<file path="src/rtl/aes_block_loader.sv">
// Word-stream front end for the AES round controller: stages key/plaintext pairs into two
// ping-pong slots and holds the controller start level for exactly one encryption per slot.
module aes_block_loader #(
   parameter int CNT_W = 16
) (
   input  logic             clk,
   input  logic             rstn,
   input  logic             s_valid,
   output logic             s_ready,
   input  logic [31:0]      s_data,
   output logic             start_o,
   input  logic             accept_i,
   input  logic             done_i,
   output logic [127:0]     key_o,
   output logic [127:0]     pt_o,
   output logic             busy_o,
   output logic [CNT_W-1:0] blk_cnt_o
);

   typedef enum logic {
      IDLE = 1'b0,
      RUN  = 1'b1
   } state_t;

   state_t            state_q, state_d;
   logic [1:0][127:0] key_q, key_d;
   logic [1:0][127:0] pt_q, pt_d;
   logic [1:0]        slot_full_q, slot_full_d;
   logic              wr_slot_q, wr_slot_d;
   logic              rd_slot_q, rd_slot_d;
   logic [2:0]        wcnt_q, wcnt_d;
   logic [CNT_W-1:0]  blk_cnt_q, blk_cnt_d;
   logic              xfer;
   logic              last_word;

   // Ready looks only at registered occupancy, so a slot released this cycle refills from the next.
   assign s_ready   = ~slot_full_q[wr_slot_q];
   assign xfer      = s_valid & s_ready;
   assign last_word = xfer & (wcnt_q == 3'd7);

   assign key_o     = key_q[rd_slot_q];
   assign pt_o      = pt_q[rd_slot_q];
   assign blk_cnt_o = blk_cnt_q;

   always_comb begin
      key_d     = key_q;
      pt_d      = pt_q;
      wcnt_d    = wcnt_q;
      wr_slot_d = wr_slot_q;
      if (xfer) begin
         case (wcnt_q)
            3'd0:    key_d[wr_slot_q][127:96] = s_data;
            3'd1:    key_d[wr_slot_q][95:64]  = s_data;
            3'd2:    key_d[wr_slot_q][63:32]  = s_data;
            3'd3:    key_d[wr_slot_q][31:0]   = s_data;
            3'd4:    pt_d[wr_slot_q][127:96]  = s_data;
            3'd5:    pt_d[wr_slot_q][95:64]   = s_data;
            3'd6:    pt_d[wr_slot_q][63:32]   = s_data;
            default: pt_d[wr_slot_q][31:0]    = s_data;
         endcase
         wcnt_d = wcnt_q + 3'd1;
         if (last_word) begin
            wr_slot_d = ~wr_slot_q;
         end
      end
   end

   // Fill (set) and release (clear) never touch the same slot: a slot being written is never full.
   always_comb begin
      state_d     = state_q;
      slot_full_d = slot_full_q;
      rd_slot_d   = rd_slot_q;
      blk_cnt_d   = blk_cnt_q;
      start_o     = 1'b0;
      busy_o      = 1'b0;
      if (last_word) begin
         slot_full_d[wr_slot_q] = 1'b1;
      end
      case (state_q)
         IDLE: begin
            start_o = slot_full_q[rd_slot_q] & accept_i;
            if (start_o) begin
               state_d = RUN;
            end
         end
         RUN: begin
            busy_o  = 1'b1;
            start_o = ~done_i;
            if (done_i) begin
               slot_full_d[rd_slot_q] = 1'b0;
               rd_slot_d              = ~rd_slot_q;
               blk_cnt_d              = blk_cnt_q + CNT_W'(1);
               state_d                = IDLE;
            end
         end
         default: state_d = IDLE;
      endcase
   end

   always_ff @(posedge clk or negedge rstn) begin
      if (!rstn) begin
         state_q     <= IDLE;
         key_q       <= '0;
         pt_q        <= '0;
         slot_full_q <= 2'b00;
         wr_slot_q   <= 1'b0;
         rd_slot_q   <= 1'b0;
         wcnt_q      <= 3'd0;
         blk_cnt_q   <= '0;
      end else begin
         state_q     <= state_d;
         key_q       <= key_d;
         pt_q        <= pt_d;
         slot_full_q <= slot_full_d;
         wr_slot_q   <= wr_slot_d;
         rd_slot_q   <= rd_slot_d;
         wcnt_q      <= wcnt_d;
         blk_cnt_q   <= blk_cnt_d;
      end
   end

endmodule
</file>
<file path="config.mk">
export PLATFORM = sky130hd
export DESIGN_NAME = aes_block_loader
export DESIGN_NICKNAME = d
export VERILOG_FILES = /design/src/rtl/aes_block_loader.sv
export SDC_FILE = /design/constraint.sdc
export NUM_CORES = 1
export LEC_CHECK = 0
export CORE_ASPECT_RATIO = 1.75
export CORE_MARGIN = 3
export CORE_UTILIZATION = 50
export DETAILED_ROUTE_END_ITERATION = 10
export MAX_ROUTING_LAYER = met4
export PLACE_DENSITY_LB_ADDON = 0.3
export SLEW_MARGIN = 0
export SYNTH_ARGS = -nofsm -noshare
export SYNTH_HDL_FRONTEND = slang
export SYNTH_SLANG_ARGS = --single-unit
</file>
<file path="constraint.sdc">
create_clock -name clk -period 2.29 [get_ports clk]
set_clock_uncertainty 0.05 [all_clocks]
set_input_delay 0.3435 -clock clk [delete_from_list [all_inputs] [get_ports clk]]
set_output_delay 0.3435 -clock clk [all_outputs]
set_load 0.01 [all_outputs]
</file>
; Word level (Yosys, flattened, before mapping)
; Cells that the tools add are included.
[totals]
regBits = 536
latchBits = 0
ram_bits = 0
mem_bits_ro = 0
inputBits = 37
wordCells = 82
memories = 0
[op_classes]
addsub = 2
n_mul = 0
n_div = 0
order_cmp = 4
n_eq_ne = 7
n_shift = 0
n_mux = 38
n_bitwise = 12
n_reduce_logical = 9
[ops]
columns = op, n
row1 = bitwise mux 256 bit, 8
row2 = one-hot mux 256 bit (4 select lines), 2
row3 = 2-to-1 mux 128 bit, 5
row4 = demux 128 bit (select 1 bit), 4
row5 = 2-to-1 mux 96 bit, 1
row6 = 2-to-1 mux 64 bit, 1
row7 = 2-to-1 mux 32 bit, 1
row8 = "adder 16 x 1 -> 16 bit, second input constant", 1
row9 = "equality test 3 bit, second input constant", 4
row10 = 2-to-1 mux 1 bit, 9
row11 = AND reduction 2 bit, 4
row12 = "equality test 3 x 2 -> 1 bit, second input constant", 2
row13 = 2-to-1 mux 2 bit, 3
row14 = inverter 1 bit, 6
row15 = "less-than comparator 1 x 2 -> 1 bit, second input constant", 2
row16 = one-hot mux 1 bit (2 select lines), 2
row17 = nonzero test 4 bit, 1
row18 = OR reduction 4 bit, 1
row19 = "adder 3 x 1 -> 3 bit, second input constant", 1
row20 = bitwise AND 1 bit, 3
row21 = "equality test 3 x 1 -> 1 bit, second input constant", 1
row22 = logical NOT 3 bit, 1
row23 = bitwise AND 2 bit, 1
row24 = demux 1 bit (select 1 bit), 2
row25 = other kinds (4), 6

; Depth between registers and ports, before layout
; Gate-level depths: netlist of the first run.
[depth]
word_depth = 9
depth_mapped = 9
ltp_nobuf = 6

; Worst setup path before layout of the first run
; Ideal clock, no wire load.
[synth_timing]
path_kind = register to register
startpoint = reg wcnt_q[0]
endpoint = reg (tool-made name)
arrival_time_ns = 2.003
path_slack_ns = 0.116
stages_incl_launch_ff = 10
path_buffers = 3
synth_period_minus_slack_ns = 2.174
path_cell_list = dfrtp_1 > ha_1 > ha_1 > and4bb_2 > buf_2 > and3_1 > buf_2 > nand2_1 > buf_2 > a22o_1
[synth_rtl]
columns = element, line
row1 = from (decl), 31  ; logic [2:0] wcnt_q, wcnt_d;
row2 = from (signal assigned), 117  ; wcnt_q <= wcnt_d;

; Worst setup path after layout of the first run
[layout_timing]
startpoint = reg rd_slot_q
endpoint = out pt_o[11]
[layout_via]
elab_chain_cells = 2
[layout_rtl]
columns = element, line
row1 = from (decl), 30  ; logic rd_slot_q, rd_slot_d;
row2 = from (signal assigned), 116  ; rd_slot_q <= rd_slot_d;
row3 = 2-to-1 mux 128 bit (not written as such) (2 in series), 42  ; assign pt_o = pt_q[rd_slot_q];
row4 = to (decl), 15  ; output logic [127:0] pt_o,
; No other way between the ends. The select of a mux whose other input is x is not followed.

==> summary.txt, run 1 <==
Placement
  • Dpl cell area: about 27,000 sq um
  • Place WS: -0.0466 ns
  • Hpwl dp: between 40 and 50 mm
  • I/O Buffers: 311
  • RD Place Congestion: 0.850

Route
  • Routed vias/inst: 6.05
  • Pre-antenna DRT Iters: 5
  • First DRT Iteration DRCs: 935
  • DRC: 0
  • Final ANT Viol Nets: 0
  • Post-Route WL: around 67 mm
  • Via count: around 15k
  • Drt wl/cell: 26.1 microns

Power
  • Overall power: 0.0441 W
  • Pwr dens: 1520 nW/um^2
  • Worst VDD drop: 1010 uV
  • Static Leakage: around 15 nW

Timing
  • Unrepaired setup endpoints after global routing: yes
  • TNS Setup: -23.30 ns
  • Final Worst Setup Slack: -0.351 ns
  • Slew margin rel.: 0.305
  • Slew @ Worst Pin: 1.04 ns
  • Final Cycle Share: 1.15
  • Hold Violations, Final: 0
  • Setup violations, final: 242
  • F_max: 379 MHz
  • Count of pins over their slew limit: 0
  • Fin crit period: between 2 and 3 ns

Clocking
  • Clock transition at path regs: 0.07 ns
  • CTS HTree Levels: 2
  • Worst-Skew Late Latency: 0.56 ns
  • Clk sinks: 536
  • Clock tree buffer depth: 3
  • TritonCTS buffer count: 48
  • Root buffer cell: clkbuf_16
  • TritonCTS clock tree: yes

Layout
  • Leading cell type in the layout, fill and taps excluded: dfrtp_1
  • Most frequent cells in the layout: dfrtp_1, a22o_1, mux2_2, buf_4, clkbuf_2
  • Ant. Diodes: 0
  • Finished Core Util: 0.654
  • Final net count: between 1.5k and 2k
  • Final Cell Area: 29,100 sq um
  • Area Overhead vs Synth: 29.1%
  • Layout cell share with drive strength beyond 1: 0.421
  • Filler cells: 3,248

Die
  • Die width: 166 microns
  • Io pins: 312
  • Die Ht: 287 microns
  • Initial core utilization: 0.507
  • Row Count: roughly 100
  • Core area: 44,400 sq um
  • Die Area: about 48,000 sq um

Worst setup path
  • Critical Path RT: 1.90 ns
  • Arrival time of the worst setup path: 2.25 ns
  • Crit path kind: reg2out
  • Top delay family on crit path: buffers and inverters
  • Critical Path Max Stage Delay: 0.48 ns
  • Crit end category: output pin
  • Max Fanout on Critical Path: 9
  • Slowest CP cell: dfrtp_4
  • Worst-path cell chain: buf_12 > buf_4 > mux2_2 > clkdlybuf4s50_1
  • WP buf/inv: 3
  • Critical Path Source Type: flop

GRT
  • First-pass GRT wire length: 101 mm
  • Largest net degree at the start of global routing: between 80 and 90
  • Vias in the first global route: 16.5k
  • Gr usage total: 0.280
  • GRT overflow: 0
  • Initial antenna violation count: 0

Status
  • Failing checks: negative setup slack
  • Outcome: finished with violations

Synthesis
  • Gate Count Post-Synth: 1,569
  • Yosys cell types: 33
  • Syn_area_per_cell: 14.3 sq um
  • Netlist Area Pre-Place: 22,500 sq um
  • Register bit total from synthesis: 536
  • Synthesized net count: 1,613
  • Synthesis Warnings: 0
  • Seq/Total Area, Yosys: 0.596

Worst hold path
  • Hold Path Class: in2async

Run
  • Max cap viols: 0
## synthesized netlist by cell type (all sizes together)
cell | instances | area, sq um
dfrtp | 536 | 13400
mux2 | 387 | 4360
a22o | 384 | 3360
clkbuf | 87 | 327
buf | 67 | 334
nand2 | 21 | 81.3
xnor2 | 15 | 131
nor2 | 13 | 71.3
nand3 | 10 | 50.1
and3 | 9 | 56.3
ha | 7 | 87.6
inv | 6 | 22.5
nand4 | 4 | 25.0
o21ai | 4 | 20.0
nor3 | 3 | 15.0
a31oi | 2 | 12.5
mux2i | 2 | 20.0
nand2b | 2 | 12.5
xor2 | 2 | 17.5
a21oi | 1 | 5.00
and4bb | 1 | 12.5
nand3b | 1 | 7.51
nor3b | 1 | 7.51
nor4b | 1 | 23.8
o22a | 1 | 8.76
o31ai | 1 | 7.51
or3b | 1 | 11.3
## cell type report
type	count	area (sq um)	area share
clock buffers	71	1430	0.0492
clock inverters	17	225	0.00775
well taps	572	716	0.0246
repair buffers	481	4670	0.161
multi-input cells	873	8570	0.295
inverters	6	22.5	0.000775
flip-flops and latches	536	13400	0.462
## stage by stage
stage	std cells	hold slack, ns
2_1_floorplan	1569	-0.00209
3_3_place_gp	2419	0.289
3_5_place_dp	2419	0.298
4_1_cts	2538	0.300
5_1_grt	2556	0.323
6_report	2556	0.300
## kinds of logic (layout without fill, tap and decap cells)
kind of cell             count (synthesis)  count (layout)  share of synthesized area
multiplexers                           389             389                      0.195
flip-flops                             536             536                      0.596
AO/OA/AOI/OAI                          393             393                      0.152
XOR/XNOR                                17              17                    0.00662
buffers and inverters                  160             575                     0.0304
AND/OR/NAND/NOR                         67              67                     0.0166
adder cells (fa/ha/maj)                  7               7                    0.00389
## metal layers
layer	vias to the layer above	wire length (microns)	global-route usage
met2	615	34400	0.477
met1	8085	26400	0.343
met4	0	2900	0.115
li1	6631	-	-
met3	134	3090	0.0316
met5	-	0	-
## worst register-to-register path, stage by stage (launching register included)
cell and delay [ns]:
dfrtp_1 0.41, ha_1 0.23, ha_1 0.26, and4bb_2 0.35, and3_2 0.72, a22o_1 0.28
## repair_timing
| item | 4_1_cts | 5_1_grt |
|---|---|---|
| setup endpoints to repair | 290 | 338 |
| setup buffers | 26 | 17 |
| cloned | 4 | 3 |
| hold buffers | 1 | 0 |
| resized for setup | 381 | 351 |
| hold endpoints to repair | 41 | 0 |
## final timing paths
path	cells after the start	slack, ns	end	start
max	4	-0.35	pt_o[11]	rd_slot_q
min	2	0.30	async pin	rstn
max reg2reg	5	-0.06	flop	wcnt_q[1]
max in group asynchronous	3	1.05	async pin	rstn
min in group clk	3	0.33	state_q	accept_i
min reg2reg	1	0.43	blk_cnt_o[15]	blk_cnt_o[15]
## where the power goes
group,switching (W),internal (W),total (W)
Clock,0.00358,0.00490,0.00847
Combinational,0.00866,0.0113,0.0200
Sequential,0.00223,0.0134,0.0157
No activity file was read; power rests on OpenSTA's default activity.
==> run 2, diff against run 1 <==
- CELL_PAD_IN_SITES_DETAIL_PLACEMENT: default -> 1
- CELL_PAD_IN_SITES_GLOBAL_PLACEMENT: default -> 2
- CORE_UTILIZATION: 50 -> 35
- PLACE_DENSITY_LB_ADDON: 0.3 -> 0.05
==> run 2 against run 1 <==
The run still ends with negative setup slack left. Combinational power grew 11%. Non-clock buffer count is 11 higher. Count of clock-buffer cells in the layout grew 11. Sequential power barely moved. Cell count up 9.7%. Critical path depth grew 2. Utilization down 18 points. Global-route usage down 5.2 points. Sequential cell count stayed put. Worst hold slack got worse by 0.067 ns. Critical path type unchanged. Largest power group unchanged. Highest routed layer unchanged.
==> summary.txt, run 2 (synthesis results as in run 1) <==
Clocking
  • Clock tree buffer depth: 3 (unchanged)
  • Clock transition at path regs: 0.07 ns (about the same)
  • CTS HTree Levels: 2 (unchanged)
  • TritonCTS buffer count: 52 (+8.3%)
  • Worst-Skew Late Latency: 0.59 ns (+0.03 ns)
  • Clk sinks: 536 (unchanged)
  • TritonCTS clock tree: yes
  • Root buffer cell: clkbuf_16

Power
  • P_sw: 0.0154 W (+6.7%)
  • Clock Power Share: 0.185 (-0.007)
  • Share of power burned in registers: 0.339 (-0.016)
  • Combinational power share: 0.477 (+0.024)
  • Pwr dens: 1540 nW/um^2 (+1.6%)
  • Worst VDD drop: 646 uV (-36%)
  • Sw frac: 0.332 (+0.00432)
  • Static Leakage: 15.0 nW (+3.0%)
  • Overall power: 0.0465 W (+5.3%)
  • Power Internal: 0.0310 W (+4.6%)

Timing
  • Final Cycle Share: 1.13 (-0.0230)
  • Count of pins over their slew limit: 0 (unchanged)
  • F_max: 386 MHz (+2.0%)
  • Slew @ Worst Pin: 0.780 ns (-0.259 ns)
  • Fin crit period: 2.59 ns (-0.0527 ns)
  • Hold WS: 0.233 ns (-0.0666 ns)
  • Unrepaired setup endpoints after global routing: yes
  • Final Worst Setup Slack: -0.298 ns (+0.0527 ns)
  • Hold Violations, Final: 0 (unchanged)
  • Slew margin rel.: 0.479 (+0.174)
  • Setup violations, final: 249 (+2.9%)
  • TNS Setup: -39.63 ns (-16.33 ns)

Die
  • Die Area: 67,500 sq um (+42%)
  • Core area: 63,500 sq um (+43%)
  • Io pins: 312 (unchanged)
  • Die Ht: 341 microns (+19%)
  • Die width: 198 microns (+19%)
  • Initial core utilization: 0.354 (-0.152)
  • Row Count: 122 (+20%)

Route
  • Routed vias/inst: 5.49 (-9.3%)
  • Via count: 15.4k (-0.54%)
  • Post-Route WL: 77.0 mm (+15%)
  • First DRT Iteration DRCs: 675 (-28%)
  • Pre-antenna DRT Iters: 5 (unchanged)
  • Drt wl/cell: 27.5 microns (+5.1%)
  • Final ANT Viol Nets: 0 (unchanged)
  • DRC: 0 (unchanged)

Worst setup path
  • Critical Path RT: 1.90 ns (about the same)
  • Reg-to-reg slack, setup: 0.14 ns (+0.20 ns)
  • Crit path kind: reg2out
  • Max Fanout on Critical Path: 6 (-3)
  • Crit end category: output pin
  • Arrival time of the worst setup path: 2.19 ns (-0.06 ns)
  • Critical Path Source Type: flop

Worst hold path
  • Hold Path Class: in2async

Placement
  • RD Place Congestion: 0.799 (-5.9%)
  • Hpwl dp: 51.3 mm (+17%)
  • I/O Buffers: 311 (unchanged)
  • Place WS: -0.0480 ns (-0.00143 ns)

Run
  • Max cap viols: 0 (unchanged)

Status
  • Outcome: finished with violations
  • Failing checks: negative setup slack

GRT
  • GRT overflow: 0 (unchanged)
  • First-pass GRT wire length: 114 mm (+13%)
  • Vias in the first global route: 17.0k (+2.8%)
  • Largest net degree at the start of global routing: 62 (-29%)
  • Gr usage total: 0.228 (-0.0525)
  • Initial antenna violation count: 0 (unchanged)

Layout
  • Layout cell share with drive strength beyond 1: 0.442 (+0.0211)
  • Ant. Diodes: 0 (unchanged)
  • Most frequent cells in the layout: dfrtp_1, a22o_1, mux2_2, buf_6
  • Leading cell type in the layout, fill and taps excluded: dfrtp_1
  • Final net count: 2,005 (+0.75%)
  • Area Overhead vs Synth: 33.9%
run 2: changes by cell type in the layout (fill, tap and decap cells not counted), sizes merged:
cell and change:
buf +61, dlymetal6s2s +2, clkdlybuf4s15 -19, bufinv -3
inv -2, clkbuf +14, clkinv -1, clkdlybuf4s50 -10
clkinvlp -2, dlygate4sd2 -26
run 2: final timing paths:
check                              start            end  cells after the start
max                            rd_slot_q      pt_o[110]                      6
min                                 rstn      async pin                      2
max reg2reg                    wcnt_q[0]           flop                      8
min reg2reg                blk_cnt_o[15]  blk_cnt_o[15]                      1
max in group asynchronous           rstn      async pin                      3
min in group clk                accept_i        state_q                      3
run 2: power groups by stage:
stage                     logic (W)  clock network, W  registers (W)
after detailed placement     0.0207                 0         0.0157
after floorplan              0.0107                 0         0.0150
after global placement       0.0205                 0         0.0155
final                        0.0222           0.00857         0.0157
after CTS                    0.0209           0.00883         0.0157
after global routing         0.0236           0.00921         0.0162
run 2: area by class of cell:
class / count / area (sq um)
Timing Repair Buffer: 492 / 5260
Sequential cell: 536 / 13400
Multi-Input combinational cell: 873 / 8780
Inverter: 6 / 22.5
Clock inverter: 9 / 109
Tap cell: 806 / 1010
Fill cell: 6359 / 33400
Clock buffer: 82 / 1540
run 2: metrics by stage:
stage | util | instance area (sq um) | cells
2_1_floorplan | - | 22500 | 1569
3_3_place_gp | 0.433 | 27500 | 2656
3_5_place_dp | 0.433 | 27500 | 2656
4_1_cts | 0.460 | 29200 | 2748
5_1_grt | 0.474 | 30100 | 2804
6_report | 0.474 | 30100 | 2804
run 2: metal layers:
layer	global-route usage	vias up	wire (microns)	share of wire
met5	-	-	0	0
met4	0.0552	0	1600	0.021
met3	0.0375	81	3420	0.044
met2	0.377	374	38800	0.50
met1	0.293	8287	33200	0.43
li1	-	6640	-	-
run 2: what timing repair did:
item,CTS,global route
gates resized for setup,106,781
pin swaps,0,1
hold buffers,1,0
hold endpoints to repair,39,0
setup buffers,0,42
cloned,0,14
endpoints found under the setup margin,258,390
run 2: worst max-delay path, stage by stage (launching register included):
cell	delay, ns
dfrtp_4	0.52
buf_12	0.16
clkbuf_16	0.17
buf_8	0.13
clkbuf_16	0.15
mux2_4	0.33
buf_6	0.13
